[config.mk]
export PLATFORM = sky130hd
export DESIGN_NAME = alu_seq_flat
export DESIGN_NICKNAME = d
export VERILOG_FILES = /design/src/rtl/alu_pkg.sv /design/src/rtl/alu_seq_if.sv /design/src/rtl/mul_shift_add.sv /design/src/rtl/alu_seq.sv /design/src/flat_wrapper.sv
export SDC_FILE = /design/constraint.sdc
export NUM_CORES = 1
export LEC_CHECK = 0
export ABC_AREA = 1
export CORE_MARGIN = 2
export CORE_UTILIZATION = 35
export DETAILED_ROUTE_END_ITERATION = 10
export SYNTH_ARGS = -nofsm -noshare
export SYNTH_HDL_FRONTEND = slang
export SYNTH_SLANG_ARGS = --single-unit
[constraint.sdc]
create_clock -name CLK -period 3.6 [get_ports CLK]
set_input_delay 0.72 -clock CLK [delete_from_list [all_inputs] [get_ports CLK]]
set_output_delay 0.72 -clock CLK [all_outputs]
set_load 0.05 [all_outputs]
[src/rtl/alu_pkg.sv]
// rtl/alu_pkg.sv - shared types and constants for the sequenced ALU
package alu_pkg;

  typedef enum logic [3:0] {
    OP_ADD = 4'd0,
    OP_SUB = 4'd1,
    OP_AND = 4'd2,
    OP_OR  = 4'd3,
    OP_XOR = 4'd4,
    OP_INC = 4'd5,
    OP_DEC = 4'd6,
    OP_NOT = 4'd7,
    OP_SHL = 4'd8,
    OP_SHR = 4'd9,
    OP_MUL = 4'd10
  } op_t;

  typedef enum logic {
    IDLE    = 1'b0,
    MUL_RUN = 1'b1
  } state_t;

  typedef struct packed {
    logic c;
    logic z;
    logic n;
    logic v;
  } flags_t;

  localparam logic [3:0] OP_ILLEGAL_MIN = 4'd11;

  function automatic logic is_legal(input op_t op);
    return op < OP_ILLEGAL_MIN;
  endfunction

endpackage

[src/rtl/alu_seq_if.sv]
// rtl/alu_seq_if.sv - operand/result bundle between controller and ALU
interface alu_seq_if #(
  parameter int WIDTH = 8
);
  import alu_pkg::*;

  logic [WIDTH-1:0] A;
  logic [WIDTH-1:0] B;
  op_t              OP;
  logic             START;
  logic             BUSY;
  logic             DONE;
  logic [WIDTH-1:0] S;
  logic [WIDTH-1:0] S_HI;
  logic             FC;
  logic             FZ;
  logic             FN;
  logic             FV;

  modport master (
    output A, B, OP, START,
    input  BUSY, DONE, S, S_HI, FC, FZ, FN, FV
  );

  modport slave (
    input  A, B, OP, START,
    output BUSY, DONE, S, S_HI, FC, FZ, FN, FV
  );

endinterface

[src/rtl/mul_shift_add.sv]
// rtl/mul_shift_add.sv - iterative shift-and-add unsigned multiplier datapath
module mul_shift_add #(
  parameter int WIDTH = 8
) (
  input  logic               clk,
  input  logic               clr_n,
  input  logic               load,
  input  logic               step,
  input  logic [WIDTH-1:0]   a,
  input  logic [WIDTH-1:0]   b,
  output logic               last,
  output logic [2*WIDTH-1:0] product
);

  localparam int CW = $clog2(WIDTH);
  localparam logic [CW-1:0] LAST_COUNT = CW'(WIDTH - 1);

  logic [2*WIDTH-1:0] mcand;
  logic [WIDTH-1:0]   mplier;
  logic [2*WIDTH-1:0] acc;
  logic [2*WIDTH-1:0] acc_next;
  logic [CW-1:0]      count;

  // product reflects the add of the current step, so the final value is
  // available combinationally during the last step
  assign acc_next = acc + (mplier[0] ? mcand : '0);
  assign product  = acc_next;
  assign last     = (count == LAST_COUNT);

  always_ff @(posedge clk) begin
    if (!clr_n) begin
      mcand  <= '0;
      mplier <= '0;
      acc    <= '0;
      count  <= '0;
    end else if (load) begin
      mcand  <= {{WIDTH{1'b0}}, a};
      mplier <= b;
      acc    <= '0;
      count  <= '0;
    end else if (step) begin
      acc    <= acc_next;
      mcand  <= mcand << 1;
      mplier <= mplier >> 1;
      count  <= count + CW'(1);
    end
  end

endmodule

[src/rtl/alu_seq.sv]
// rtl/alu_seq.sv - registered ALU with START/BUSY/DONE sequencing and flags
module alu_seq
  import alu_pkg::*;
#(
  parameter int WIDTH = 8
) (
  input  logic     CLK,
  input  logic     CLR_n,
  alu_seq_if.slave bus
);

  localparam int MSB = WIDTH - 1;

  state_t             state_q;
  state_t             state_d;
  logic               mul_load;
  logic               mul_step;
  logic               mul_last;
  logic [2*WIDTH-1:0] mul_product;
  logic               alu_commit;
  logic               mul_commit;

  logic [WIDTH-1:0]   s_q;
  logic [WIDTH-1:0]   s_hi_q;
  flags_t             flags_q;
  logic               done_q;

  logic               sub_mode;
  logic [WIDTH-1:0]   addend;
  logic [WIDTH:0]     arith;
  logic               arith_ovf;
  logic [WIDTH-1:0]   res;
  logic               res_c;
  logic               res_v;
  flags_t             alu_flags;
  flags_t             mul_flags;

  // ADD/SUB/INC/DEC share one WIDTH+1 adder; the extra bit is carry or borrow
  always_comb begin
    sub_mode = 1'b0;
    addend   = bus.B;
    case (bus.OP)
      OP_SUB: sub_mode = 1'b1;
      OP_INC: addend = WIDTH'(1);
      OP_DEC: begin
        sub_mode = 1'b1;
        addend   = WIDTH'(1);
      end
      default: ;
    endcase
  end

  assign arith = sub_mode ? ({1'b0, bus.A} - {1'b0, addend})
                          : ({1'b0, bus.A} + {1'b0, addend});

  assign arith_ovf = sub_mode
      ? ((bus.A[MSB] != addend[MSB]) && (arith[MSB] != bus.A[MSB]))
      : ((bus.A[MSB] == addend[MSB]) && (arith[MSB] != bus.A[MSB]));

  always_comb begin
    res   = '0;
    res_c = 1'b0;
    res_v = 1'b0;
    case (bus.OP)
      OP_ADD, OP_SUB, OP_INC, OP_DEC: begin
        res   = arith[WIDTH-1:0];
        res_c = arith[WIDTH];
        res_v = arith_ovf;
      end
      OP_AND: res = bus.A & bus.B;
      OP_OR:  res = bus.A | bus.B;
      OP_XOR: res = bus.A ^ bus.B;
      OP_NOT: res = ~bus.A;
      OP_SHL: begin
        res   = {bus.A[MSB-1:0], 1'b0};
        res_c = bus.A[MSB];
      end
      OP_SHR: begin
        res   = {1'b0, bus.A[MSB:1]};
        res_c = bus.A[0];
      end
      default: ;
    endcase
  end

  always_comb begin
    alu_flags.c = res_c;
    alu_flags.z = (res == '0);
    alu_flags.n = res[MSB];
    alu_flags.v = res_v;
  end

  always_comb begin
    mul_flags.c = |mul_product[2*WIDTH-1:WIDTH];
    mul_flags.z = (mul_product == '0);
    mul_flags.n = mul_product[2*WIDTH-1];
    mul_flags.v = 1'b0;
  end

  always_comb begin
    state_d    = state_q;
    mul_load   = 1'b0;
    mul_step   = 1'b0;
    alu_commit = 1'b0;
    mul_commit = 1'b0;
    case (state_q)
      IDLE: begin
        if (bus.START) begin
          if (bus.OP == OP_MUL) begin
            mul_load = 1'b1;
            state_d  = MUL_RUN;
          end else begin
            alu_commit = 1'b1;
          end
        end
      end
      MUL_RUN: begin
        mul_step = 1'b1;
        if (mul_last) begin
          mul_commit = 1'b1;
          state_d    = IDLE;
        end
      end
      default: state_d = IDLE;
    endcase
  end

  // illegal codes still acknowledge with DONE but leave results untouched
  always_ff @(posedge CLK) begin
    if (!CLR_n) begin
      state_q <= IDLE;
      s_q     <= '0;
      s_hi_q  <= '0;
      flags_q <= '0;
      done_q  <= 1'b0;
    end else begin
      state_q <= state_d;
      done_q  <= 1'b0;
      if (alu_commit) begin
        done_q <= 1'b1;
        if (is_legal(bus.OP)) begin
          s_q     <= res;
          s_hi_q  <= '0;
          flags_q <= alu_flags;
        end
      end
      if (mul_commit) begin
        done_q  <= 1'b1;
        s_q     <= mul_product[WIDTH-1:0];
        s_hi_q  <= mul_product[2*WIDTH-1:WIDTH];
        flags_q <= mul_flags;
      end
    end
  end

  mul_shift_add #(
    .WIDTH(WIDTH)
  ) u_mul (
    .clk     (CLK),
    .clr_n   (CLR_n),
    .load    (mul_load),
    .step    (mul_step),
    .a       (bus.A),
    .b       (bus.B),
    .last    (mul_last),
    .product (mul_product)
  );

  assign bus.S    = s_q;
  assign bus.S_HI = s_hi_q;
  assign bus.FC   = flags_q.c;
  assign bus.FZ   = flags_q.z;
  assign bus.FN   = flags_q.n;
  assign bus.FV   = flags_q.v;
  assign bus.DONE = done_q;
  assign bus.BUSY = (state_q == MUL_RUN);

endmodule

[src/flat_wrapper.sv]
// flat-port wrapper written by rule: the top's interface ports become plain ports
module alu_seq_flat import alu_pkg::*;
#(
  parameter int WIDTH = 8
)
  (CLK, CLR_n, bus_A, bus_B, bus_OP, bus_START, bus_BUSY, bus_DONE, bus_S, bus_S_HI, bus_FC, bus_FZ, bus_FN, bus_FV);
  alu_seq_if #(.WIDTH(WIDTH)) bus_i ();
  input  logic CLK;
  input  logic CLR_n;
  input wire logic [$bits(bus_i.A)-1:0] bus_A;
  input wire logic [$bits(bus_i.B)-1:0] bus_B;
  input wire logic [$bits(bus_i.OP)-1:0] bus_OP;
  input wire logic [$bits(bus_i.START)-1:0] bus_START;
  output wire logic [$bits(bus_i.BUSY)-1:0] bus_BUSY;
  output wire logic [$bits(bus_i.DONE)-1:0] bus_DONE;
  output wire logic [$bits(bus_i.S)-1:0] bus_S;
  output wire logic [$bits(bus_i.S_HI)-1:0] bus_S_HI;
  output wire logic [$bits(bus_i.FC)-1:0] bus_FC;
  output wire logic [$bits(bus_i.FZ)-1:0] bus_FZ;
  output wire logic [$bits(bus_i.FN)-1:0] bus_FN;
  output wire logic [$bits(bus_i.FV)-1:0] bus_FV;
  assign bus_i.A = bus_A;
  assign bus_i.B = bus_B;
  assign bus_i.OP = bus_OP;
  assign bus_i.START = bus_START;
  assign bus_BUSY = bus_i.BUSY;
  assign bus_DONE = bus_i.DONE;
  assign bus_S = bus_i.S;
  assign bus_S_HI = bus_i.S_HI;
  assign bus_FC = bus_i.FC;
  assign bus_FZ = bus_i.FZ;
  assign bus_FN = bus_i.FN;
  assign bus_FV = bus_i.FV;
  alu_seq #(.WIDTH(WIDTH)) u_core (.CLK(CLK), .CLR_n(CLR_n), .bus(bus_i));
endmodule
==> results.yml <==
placement:
  dpl.hpwl_mm: 11.5
  place_congestion: 0.899
  numPlacedInstances: 1111
  place_area_mm2: 0.00612
  dp_slack_ps: -181
  io_buffer_count: 44
sta:
  holdWs_ps: 465
  timing.final.ws_setup_ps: 270
  final_hold_viol_count: 0
  fmax_ghz: 0.300
  finalSetupViolations: 0
  slew_headroom_pct: 46.5
  min_period_ps: 3330
  skew_ps: 9.98
  period_share_pct: 92.5
  final_max_slew_viol_count: 0
  worst_slew_pin_slew_ps: 802
  fin_setup_tns_ps: 0
cells_and_area:
  multiInputGateArea_mm2: 0.00331
  drive_gt1_share_pct: 10.6
  final_nets: 1006
  instances_no_fill: 1128
  final_cell_mix: "nand2_1 (281), inv_1 (145), nor2_1 (88), dfxtp_1 (65), nand3_1 (45)"
  insertedDiodeCount: 0
  num-fill-cells: 1553
  regArea_mm2: 0.00130
  fin_util_pct: 44.6
  design_area_mm2: 0.00651
  syn_to_final_growth_pct: 24.4
  final_common_cell: "nand2_1"
drt:
  drt_iter0_markers: 322
  routed_via_density: 4.69
  antenna_left: 0
  routedWlPerCell_um: 13.1
  dr.pass1.iters: 5
  drc_errors: 0
  routed-via-count: 5286
  wirelength_mm: 14.7
critical_path:
  ff2ff_setup_slack_ps: 1040
  worst-setup-path-type: "input port to flop"
  worstReg2RegStart: "u_core.u_mul.mplier[0]$_SDFFE_PN0P_"
  required_ps: 3840
  cp-start-kind: "input port"
  worstSetupEndpointType: "flop"
  worstPathMaxFanout: 4
  r2r-end: "u_core.bus.FC$_SDFFE_PN0P_"
  worstPathArrival_ps: 3570
  reg2regPathDepth: 17
yosys:
  synth_edf_count: 0
  yosysSeqAreaShare_pct: 24.9
  synth_ff_type: "dfxtp_1"
  yosysUniqueCellTypes: 40
  synth_warnings: 0
  post-synth-top-area-fraction_pct: 24.9
  syn-cell-area_mm2: 0.00524
  yosys.area.top_type: "dfxtp_1"
  yosys-top-cells-area: "dfxtp_1 (25%), nand2_1 (20%), inv_1 (10%)"
  synth_seq_cells: 65
  synth_nets: 928
  postSynthCellCount: 861
  async_flop_share_pct: 0
  syn-mean-instance-area_um2: 6.08
cts:
  ctsLongestPathBuffers: 2
  htreeDepth: 3
  cts_tree: "done"
  hold_buffers: 0
  clock_sinks: 65
  insertion_delay_ps: 340
  root_buffer: "clkbuf_16"
  cts_made_buffers: 9
  cts.clk_slew.worst_paths_ps: 60
run:
  cap_viol_max_count: 0
global_route:
  grt_max_degree: 39
  grt-ovfl-total: 0
  grt_pass1_wl_mm: 24.5
  grt_pass1_vias: 4945
  antenna_found_initial: 0
  grtUsageTotal_pct: 18.9
pwr:
  irDropWorstVdd_uv: 226
  power-per-cell-area_mw_per_mm2: 339
  p_total_mw: 2.21
  power_leakage_nw: 3.53
worst_hold_path:
  holdPathStages: 2
  hold_path_end: "u_core.bus.S_HI[3]$_SDFFE_PN0P_"
  worstHoldPathType: "flop to flop"
  hp-start: "u_core.bus.S_HI[3]$_SDFFE_PN0P_"
floorplan:
  dieArea_mm2: 0.0160
  die_w_um: 126
  io_pins: 45
  core-area_mm2: 0.0146
  rows: 44
  die_y_um: 126
  start_util_pct: 35.9
status:
  status: "complete, no violations"
cell usage after synthesis (all sizes together) (7+ instances only):
cell	n
xor2	7
ha	42
inv	155
buf	8
nand3b	7
a21oi	46
xnor2	8
nor2	100
clkbuf	10
nand3	46
nand4	8
nand2	289
o21ai	32
dfxtp	65
cells by family (layout without fill, tap and decap cells):
family,count (synthesis),in the layout,share of synthesized area (%)
AO/OA/AOI/OAI,103,103,11.1
XOR/XNOR,15,15,2.51
adder cells (fa/ha/maj),44,44,10.8
buffers and inverters,173,256,12.9
flip-flops,65,65,24.9
AND/OR/NAND/NOR,461,461,37.8
how the worst max path moves through the flow:
stage | startpoint | to | slack (ps) | cells past startpoint
after global placement | bus_OP[1] | u_core.bus.S[7]$_SDFFE_PN0P_ | -130 | 22
after global routing | bus_OP[2] | u_core.bus.FC$_SDFFE_PN0P_ | -30 | 23
after detailed placement | bus_OP[1] | u_core.bus.S[7]$_SDFFE_PN0P_ | -180 | 22
after floorplan | bus_OP[0] | u_core.bus.S[7]$_SDFFE_PN0P_ | 420 | 21
after CTS | bus_OP[1] | u_core.bus.S[7]$_SDFFE_PN0P_ | 160 | 22
final | bus_OP[2] | u_core.bus.FZ$_SDFFE_PN0P_ | 270 | 21
power breakdown:
| group | total (mW) | internal (mW) | switching (mW) | leakage (nW) |
|---|---|---|---|---|
| Combinational | 0.493 | 0.199 | 0.293 | 2.85 |
| Sequential | 0.748 | 0.736 | 0.0112 | 0.526 |
| Clock | 0.968 | 0.627 | 0.341 | 0.159 |
| Total | 2.21 | 1.56 | 0.645 | 3.53 |
worst max-delay path, stage by stage:
cell and delay [ps]:
clkdlybuf4s50_1 500, inv_2 70, nor2_8 100, nand2_4 70, inv_2 60, nor2_2 40
ha_1 280, o21ai_1 180, inv_1 80, fa_1 420, nand3b_1 190, nand2_1 170
nand2_1 70, a21oi_1 200, nor2_2 80, nand2_1 70, nor2_1 40, nand4_1 60
nand3_1 70, nand2_1 60, inv_1 30
state kept, by name (all words and copies together), names as in the netlist:
| signal | cells |
|---|---|
| u_core.bus.BUSY | 1 |
| u_core.bus.DONE | 1 |
| u_core.bus.FC | 1 |
| u_core.bus.FN | 1 |
| u_core.bus.FV | 1 |
| u_core.bus.FZ | 1 |
| u_core.bus.S | 8 |
| u_core.bus.S_HI | 8 |
| u_core.u_mul.acc | 16 |
| u_core.u_mul.count | 3 |
| u_core.u_mul.mcand | 16 |
| u_core.u_mul.mplier | 8 |
routing by layer:
metal / vias to the layer above / GRT usage (%) / share of wire (%)
met5: - / 0 / 0
met4: 0 / 4.91 / 1.3
met3: 14 / 3.08 / 3.9
met2: 106 / 30.0 / 44
met1: 2333 / 26.6 / 51
li1: 2833 / - / -
what timing repair did:
item | 4_1_cts | 5_1_grt
endpoints found under the setup margin | 0 | 7
buffers inserted | 0 | 1
gates resized for setup | 0 | 14
layout make-up:
| cell class | count | share of cell area, % |
|---|---|---|
| Inverter | 155 | 9.01 |
| Timing Repair Buffer | 85 | 11.6 |
| Multi-Input combinational cell | 623 | 50.8 |
| Sequential cell | 65 | 20.0 |
| Clock buffer | 10 | 3.67 |
| Clock inverter | 6 | 1.38 |
| Tap cell | 184 | 3.54 |
No activity file was read; power rests on OpenSTA's default activity.
